===== config.mk =====
export PLATFORM = sky130hd
export DESIGN_NAME = uart_tx_fifo_flat
export DESIGN_NICKNAME = d
export VERILOG_FILES = /design/src/rtl/uart_tx_fifo_if.sv /design/src/rtl/uart_tx_fifo.sv /design/src/flat_wrapper.sv
export SDC_FILE = /design/constraint.sdc
export NUM_CORES = 1
export LEC_CHECK = 0
export ABC_AREA = 1
export CAP_MARGIN = 20
export CORE_MARGIN = 5
export CORE_UTILIZATION = 64
export DETAILED_ROUTE_END_ITERATION = 10
export PLACE_DENSITY = 0.95
export SETUP_SLACK_MARGIN = 0.2
export SYNTH_ARGS = -nofsm -noshare
export SYNTH_HDL_FRONTEND = slang
export SYNTH_SLANG_ARGS = --single-unit

===== constraint.sdc =====
create_clock -name clk -period 3.6 [get_ports clk]
set_clock_uncertainty 0.2 [all_clocks]
set_input_delay 0.36 -clock clk [delete_from_list [all_inputs] [get_ports clk]]
set_output_delay 0.36 -clock clk [all_outputs]
set_load 0.01 [all_outputs]

===== src/rtl/uart_tx_fifo_if.sv =====
`default_nettype none
// ============================================================================
// Module : uart_tx_fifo_if
// Push handshake and serial-line status bundle for uart_tx_fifo.
// Rev    : 1.0
// ============================================================================
interface uart_tx_fifo_if #(
  parameter int FIFO_DEPTH = 4
) ();
  localparam int LVL_W = $clog2(FIFO_DEPTH) + 1;

  logic [7:0]       txbyte;
  logic             tx_valid;
  logic             tx_ready;
  logic             tx;
  logic             busy;
  logic             txdone;
  logic [LVL_W-1:0] fifo_level;

  modport master (
    output txbyte,
    output tx_valid,
    input  tx_ready,
    input  tx,
    input  busy,
    input  txdone,
    input  fifo_level
  );

  modport slave (
    input  txbyte,
    input  tx_valid,
    output tx_ready,
    output tx,
    output busy,
    output txdone,
    output fifo_level
  );
endinterface
`default_nettype wire


===== src/rtl/uart_tx_fifo.sv =====
`default_nettype none
// ============================================================================
// Module : uart_tx_fifo
// Buffered UART transmitter: baud generator, configurable frame, small FIFO.
// Rev    : 1.0
// ============================================================================
module uart_tx_fifo #(
  parameter int CLKS_PER_BIT = 1250,
  parameter int DATA_BITS    = 8,
  parameter int PARITY       = 0,
  parameter int STOP_BITS    = 1,
  parameter int FIFO_DEPTH   = 4
) (
  input  logic          clk,
  input  logic          rst_n,
  uart_tx_fifo_if.slave tx_if
);
  localparam int PTR_W = $clog2(FIFO_DEPTH);
  localparam int LVL_W = PTR_W + 1;
  localparam int CNT_W = $clog2(CLKS_PER_BIT);
  localparam int IDX_W = 3;

  localparam logic [CNT_W-1:0] BAUD_LAST = CNT_W'(CLKS_PER_BIT - 1);
  localparam logic [CNT_W-1:0] BAUD_PRE  = CNT_W'(CLKS_PER_BIT - 2);
  localparam logic [IDX_W-1:0] DATA_LAST = IDX_W'(DATA_BITS - 1);
  localparam logic [IDX_W-1:0] STOP_LAST = IDX_W'(STOP_BITS - 1);
  localparam logic [LVL_W-1:0] LVL_FULL  = LVL_W'(FIFO_DEPTH);
  localparam logic [LVL_W-1:0] LVL_EMPTY = '0;

  typedef enum logic [2:0] {
    S_IDLE   = 3'd0,
    S_START  = 3'd1,
    S_DATA   = 3'd2,
    S_PARITY = 3'd3,
    S_STOP   = 3'd4
  } state_e;

  logic [DATA_BITS-1:0] mem_q [FIFO_DEPTH];
  logic [PTR_W-1:0]     wptr_q, wptr_d;
  logic [PTR_W-1:0]     rptr_q, rptr_d;
  logic [LVL_W-1:0]     level_q, level_d;

  state_e               state_q;
  logic [CNT_W-1:0]     baud_q;
  logic [IDX_W-1:0]     idx_q;
  logic [DATA_BITS-1:0] shift_q;
  logic                 par_q;
  logic                 tx_q;
  logic                 busy_q;
  logic                 txdone_q;

  logic                 w_push;
  logic                 w_pop;
  logic                 w_baud_last;
  logic                 w_frame_end;
  logic                 w_par;
  logic [DATA_BITS-1:0] w_wr_data;
  logic [DATA_BITS-1:0] w_rd_data;
  logic [7:0]           w_unused_txbyte;

  assign w_unused_txbyte = tx_if.txbyte;
  assign w_wr_data       = tx_if.txbyte[DATA_BITS-1:0];
  assign w_rd_data       = mem_q[rptr_q];
  assign w_par           = (PARITY == 1) ? ~(^w_rd_data) : (^w_rd_data);

  // Readiness comes from the registered level only, so a pop in the same
  // cycle never opens room for a push into a full FIFO.
  assign w_push      = tx_if.tx_valid && (level_q != LVL_FULL);
  assign w_baud_last = (baud_q == BAUD_LAST);
  assign w_frame_end = (state_q == S_STOP) && w_baud_last && (idx_q == STOP_LAST);
  assign w_pop       = (level_q != LVL_EMPTY) && ((state_q == S_IDLE) || w_frame_end);

  assign tx_if.tx_ready   = (level_q != LVL_FULL);
  assign tx_if.tx         = tx_q;
  assign tx_if.busy       = busy_q;
  assign tx_if.txdone     = txdone_q;
  assign tx_if.fifo_level = level_q;

  always_comb begin
    wptr_d  = w_push ? wptr_q + 1'b1 : wptr_q;
    rptr_d  = w_pop  ? rptr_q + 1'b1 : rptr_q;
    level_d = level_q;
    unique case ({w_push, w_pop})
      2'b10:   level_d = level_q + 1'b1;
      2'b01:   level_d = level_q - 1'b1;
      default: level_d = level_q;
    endcase
  end

  always_ff @(posedge clk) begin
    if (w_push) begin
      mem_q[wptr_q] <= w_wr_data;
    end
  end

  always_ff @(posedge clk or negedge rst_n) begin
    if (!rst_n) begin
      wptr_q  <= '0;
      rptr_q  <= '0;
      level_q <= '0;
    end else begin
      wptr_q  <= wptr_d;
      rptr_q  <= rptr_d;
      level_q <= level_d;
    end
  end

  // tx/busy/txdone are loaded with the value of the state being entered,
  // so the line changes exactly on bit boundaries.
  always_ff @(posedge clk or negedge rst_n) begin
    if (!rst_n) begin
      state_q  <= S_IDLE;
      baud_q   <= '0;
      idx_q    <= '0;
      shift_q  <= '0;
      par_q    <= 1'b0;
      tx_q     <= 1'b1;
      busy_q   <= 1'b0;
      txdone_q <= 1'b0;
    end else begin
      txdone_q <= (state_q == S_STOP) && (idx_q == STOP_LAST) && (baud_q == BAUD_PRE);
      baud_q   <= w_baud_last ? '0 : baud_q + 1'b1;
      if (w_pop) begin
        state_q <= S_START;
        shift_q <= w_rd_data;
        par_q   <= w_par;
        baud_q  <= '0;
        idx_q   <= '0;
        tx_q    <= 1'b0;
        busy_q  <= 1'b1;
      end else begin
        unique case (state_q)
          S_IDLE: begin
            tx_q   <= 1'b1;
            busy_q <= 1'b0;
          end
          S_START: begin
            if (w_baud_last) begin
              state_q <= S_DATA;
              tx_q    <= shift_q[0];
            end
          end
          S_DATA: begin
            if (w_baud_last) begin
              shift_q <= shift_q >> 1;
              if (idx_q == DATA_LAST) begin
                idx_q <= '0;
                if (PARITY != 0) begin
                  state_q <= S_PARITY;
                  tx_q    <= par_q;
                end else begin
                  state_q <= S_STOP;
                  tx_q    <= 1'b1;
                end
              end else begin
                idx_q <= idx_q + 1'b1;
                tx_q  <= shift_q[1];
              end
            end
          end
          S_PARITY: begin
            if (w_baud_last) begin
              state_q <= S_STOP;
              tx_q    <= 1'b1;
            end
          end
          S_STOP: begin
            if (w_baud_last) begin
              if (idx_q != STOP_LAST) begin
                idx_q <= idx_q + 1'b1;
              end else begin
                state_q <= S_IDLE;
                busy_q  <= 1'b0;
              end
            end
          end
          default: begin
            state_q <= S_IDLE;
            tx_q    <= 1'b1;
            busy_q  <= 1'b0;
          end
        endcase
      end
    end
  end
endmodule
`default_nettype wire


===== src/flat_wrapper.sv =====
// flat-port wrapper written by rule: the top's interface ports become plain ports
module uart_tx_fifo_flat 
#(
  parameter int CLKS_PER_BIT = 1250,
  parameter int DATA_BITS    = 8,
  parameter int PARITY       = 0,
  parameter int STOP_BITS    = 1,
  parameter int FIFO_DEPTH   = 4
)
  (clk, rst_n, tx_if_txbyte, tx_if_tx_valid, tx_if_tx_ready, tx_if_tx, tx_if_busy, tx_if_txdone, tx_if_fifo_level);
  uart_tx_fifo_if #(.FIFO_DEPTH(FIFO_DEPTH)) tx_if_i ();
  input  logic clk;
  input  logic rst_n;
  input wire logic [$bits(tx_if_i.txbyte)-1:0] tx_if_txbyte;
  input wire logic [$bits(tx_if_i.tx_valid)-1:0] tx_if_tx_valid;
  output wire logic [$bits(tx_if_i.tx_ready)-1:0] tx_if_tx_ready;
  output wire logic [$bits(tx_if_i.tx)-1:0] tx_if_tx;
  output wire logic [$bits(tx_if_i.busy)-1:0] tx_if_busy;
  output wire logic [$bits(tx_if_i.txdone)-1:0] tx_if_txdone;
  output wire logic [$bits(tx_if_i.fifo_level)-1:0] tx_if_fifo_level;
  assign tx_if_i.txbyte = tx_if_txbyte;
  assign tx_if_i.tx_valid = tx_if_tx_valid;
  assign tx_if_tx_ready = tx_if_i.tx_ready;
  assign tx_if_tx = tx_if_i.tx;
  assign tx_if_busy = tx_if_i.busy;
  assign tx_if_txdone = tx_if_i.txdone;
  assign tx_if_fifo_level = tx_if_i.fifo_level;
  uart_tx_fifo #(.CLKS_PER_BIT(CLKS_PER_BIT), .DATA_BITS(DATA_BITS), .PARITY(PARITY), .STOP_BITS(STOP_BITS), .FIFO_DEPTH(FIFO_DEPTH)) u_core (.clk(clk), .rst_n(rst_n), .tx_if(tx_if_i));
endmodule

==> out/results.tsv <==
metric	value	unit
register area share after synthesis	56.81	%
Worst Setup End Kind	flop	
CTS tree	done	
setup repair after global routing missed its margin	no	
Final Critical Period	2.939	ns
max capacitance violation total	0	
quantity of gates resized following cts	0	
antenna violations before repair	0	
die area	6577	µm²
share of the synthesized area in the top cell type	29.70	%
number of buffers on the longest clock path	2	
Hold WC Path Type	in -> async	
DRT Pass-1 Iters	4	
largest net degree at the start of global routing	36	
Util after Layout	75.43	%
async set or reset register ratio after synthesis	52.24	%
Sink Count	67	
Crit Path Max Fanout	23	
routed wire length	6183	µm
Floorplan Core Area	4817	µm²
maximum level of the CTS H-tree	3	
number of pins exceeding their max-slew limit in the final report	0	
Global Route Usage Sum	21.63	%
# Post-CTS Setup Buffers	0	
CTS Hold Bufs	0	
worst hold slack after final layout	0.2360	ns
number of diodes	0	
status	completed	
x dimension of the die	81.10	µm
count of distinct cell types in the synthesized netlist	33	
clock transition at the registers of the reported paths	0.07	ns
# IOs	18	
Leak Pwr	1.498	nW
routed wirelength normalized by instance count	14.86	µm
share of final-layout standard cells stronger than drive strength 1	15.47	%
count of state elements after synthesis	67	
worst relative slew slack	47.01	%
number of placed instances, taps included	400	
endpoint required time on the critical path	3.60	ns
overall via count from detail_route	2280	
GRT Residual Overflow	0	
flip-flop cell with the highest count after synthesis	sky130_fd_sc_hd__dfrtp_1	
post-synth design cell area	3236	µm²
cells traversed along the worst timing path	inv_1, ha_1, nor3b_2, nand3_1, nand2_2, nand2_4, inv_6, ha_1, inv_1, fa_1, a21oi_1, o21ai_0, xor2_1	
count of final hold-check violations	0	
maximum VDD drop	0.4037	mV
Residual DRC	0	
post-route fraction of the period consumed by the critical path	81.64	%
highest clock rate	340.2	MHz
summed negative setup slack over all endpoints	0	ns
Layout Area Growth over Synthesis	12.30	%
Final Cell Area	3633	µm²
sum of net half-perimeters after detailed placement	4301	µm
placed inst area	3438	µm²
initial cell density of the core	67.17	%
Die Span Y	81.10	µm
count of placed standard cells in the final layout, fillers left out	416	
total number of placement rows	25	
Final ANT Viol Nets	0	
drt initial violations	135	
power per unit of standard cell area	507.5	nW/µm²
startpoint kind of the worst setup timing path	flop	
number of enable-type register cells in the synthesized netlist	32	
warnings from Yosys	0	
Synth Area per Inst	10.05	µm²
synthesized net count	345	
master of the slowest instance on the critical path	sky130_fd_sc_hd__fa_1	
Least-Margin Pin Slew	0.7919	ns
final setup fails	0	
drt via density	5.481	
clock insertion delay at the later pin of the skew report	0.34	ns
number of nets in the layout	367	
dominant cells by area after synthesis	sky130_fd_sc_hd__edfxtp_1 30%, sky130_fd_sc_hd__dfrtp_1 26%, sky130_fd_sc_hd__nand2_1 5.6%	
type of the setup path with the least slack	reg -> reg	
cell type with the largest total area after synthesis	sky130_fd_sc_hd__edfxtp_1	
clock root buffer master	sky130_fd_sc_hd__clkbuf_8	
number of buffers created by CTS	9	
maximum cell stage delay along the critical path	0.41	ns
global-route wire length before repair	10580	µm
IO buf count	17	
Arr. time, crit path	2.94	ns
via count of the first global-routing pass	2362	
synthesized instance count	322	
Final Wtd Congestion	0.8893	
-- synth_stat cells, types with 4 or more instances --
cell type / n
sky130_fd_sc_hd__inv_1: 38
sky130_fd_sc_hd__o21ai_1: 4
sky130_fd_sc_hd__nor2_2: 4
sky130_fd_sc_hd__o22ai_1: 8
sky130_fd_sc_hd__o21ai_0: 24
sky130_fd_sc_hd__ha_1: 11
sky130_fd_sc_hd__nand3_1: 12
sky130_fd_sc_hd__buf_6: 4
sky130_fd_sc_hd__nand2_2: 6
sky130_fd_sc_hd__nand2_1: 48
sky130_fd_sc_hd__inv_2: 5
sky130_fd_sc_hd__nor2_1: 41
sky130_fd_sc_hd__nor3_1: 5
sky130_fd_sc_hd__a21oi_1: 5
sky130_fd_sc_hd__o21ai_2: 15
sky130_fd_sc_hd__edfxtp_1: 32
sky130_fd_sc_hd__dfrtp_1: 34
sky130_fd_sc_hd__xor2_1: 5
-- final timing paths --
path / end / start / slack, ns / cells past startpoint
max in group asynchronous: u_core.tx_if.tx / rst_n / 2.63 / 2
worst max-delay path: u_core.tx_if.fifo_level[2] / u_core.baud_q[1] / 0.66 / 13
worst max register to register: u_core.tx_if.fifo_level[2] / u_core.baud_q[1] / 0.66 / 13
min in group clk: u_core.tx_if.tx / u_core.tx_if.tx / 0.27 / 2
worst min register to register: u_core.tx_if.tx / u_core.tx_if.tx / 0.27 / 2
worst min-delay path: u_core.baud_q[6] / rst_n / 0.24 / 2
-- area by class of cell --
| cell class | instances | area [µm²] |
|---|---|---|
| Multi-Input combinational cell | 204 | 1169 |
| Inverter | 44 | 170.2 |
| Fill cell | 330 | 1184 |
| Tap cell | 67 | 83.83 |
| Sequential cell | 67 | 1838 |
| Clock inverter | 5 | 53.80 |
| Timing Repair Buffer | 18 | 177.7 |
| Clock buffer | 11 | 141.4 |
-- critical path: cells and delay by family (launching register included) --
family          cells  cell delay (ns)
xor+xnor            1             0.18
simple gates        4             0.61
buf+inv             3             0.37
flops               1             0.39
fa+ha+maj           3             0.73
compound gates      2             0.31
-- per-layer routing --
metal,vias to the layer above,global-route usage (%),wire length (µm)
met4,0,12.16,149
met1,1093,24.48,2527
li1,1105,-,-
met5,-,0,0
met2,64,38.01,3251
met3,18,4.324,255
-- registers in the layout, indices dropped and copies added, names as in the netlist --
name and flops:
u_core.tx_if.txdone 1, u_core.shift_q 8, u_core.tx_if.busy 1, u_core.tx_if.tx 1
u_core.mem_q 32, u_core.wptr_q 2, u_core.rptr_q 2, u_core.baud_q 11
u_core.tx_if.fifo_level 3, u_core.idx_q 3, u_core.state_q 3
-- report_power, final --
| group | internal, W | switching [W] |
|---|---|---|
| clock | 0.000335 | 0.000279 |
| sequential | 0.000913 | 0.0000386 |
| combinational | 0.000106 | 0.000173 |
-- through the flow --
| stage | power, W | setup slack, ns |
|---|---|---|
| 6_report | 0.001844 | 0.6609 |
| 5_1_grt | 0.001931 | 0.4898 |
| 4_1_cts | 0.001855 | 0.7077 |
| 3_5_place_dp | 0.001247 | 0.7236 |
| 3_3_place_gp | 0.001220 | 0.9603 |
| 2_1_floorplan | 0.001115 | 1.102 |
-- placed cells by master, fill, tap and decap left out, types with 11 or more instances in the layout --
master and count:
sky130_fd_sc_hd__clkdlybuf4s50_1 17, sky130_fd_sc_hd__o21ai_0 24, sky130_fd_sc_hd__nand2_1 48, sky130_fd_sc_hd__edfxtp_1 32, sky130_fd_sc_hd__o21ai_2 15, sky130_fd_sc_hd__nand3_1 12, sky130_fd_sc_hd__dfrtp_1 34, sky130_fd_sc_hd__ha_1 11
sky130_fd_sc_hd__inv_1 38, sky130_fd_sc_hd__nor2_1 41
-- cell families after synthesis --
logic type / Yosys count / synth area share, %
compound gates: 59 / 11.41
flops: 67 / 56.81
buf+inv: 51 / 7.077
simple gates: 126 / 17.94
xor+xnor: 7 / 1.895
fa+ha+maj: 12 / 4.872
Power figures use the tool's default switching activity.
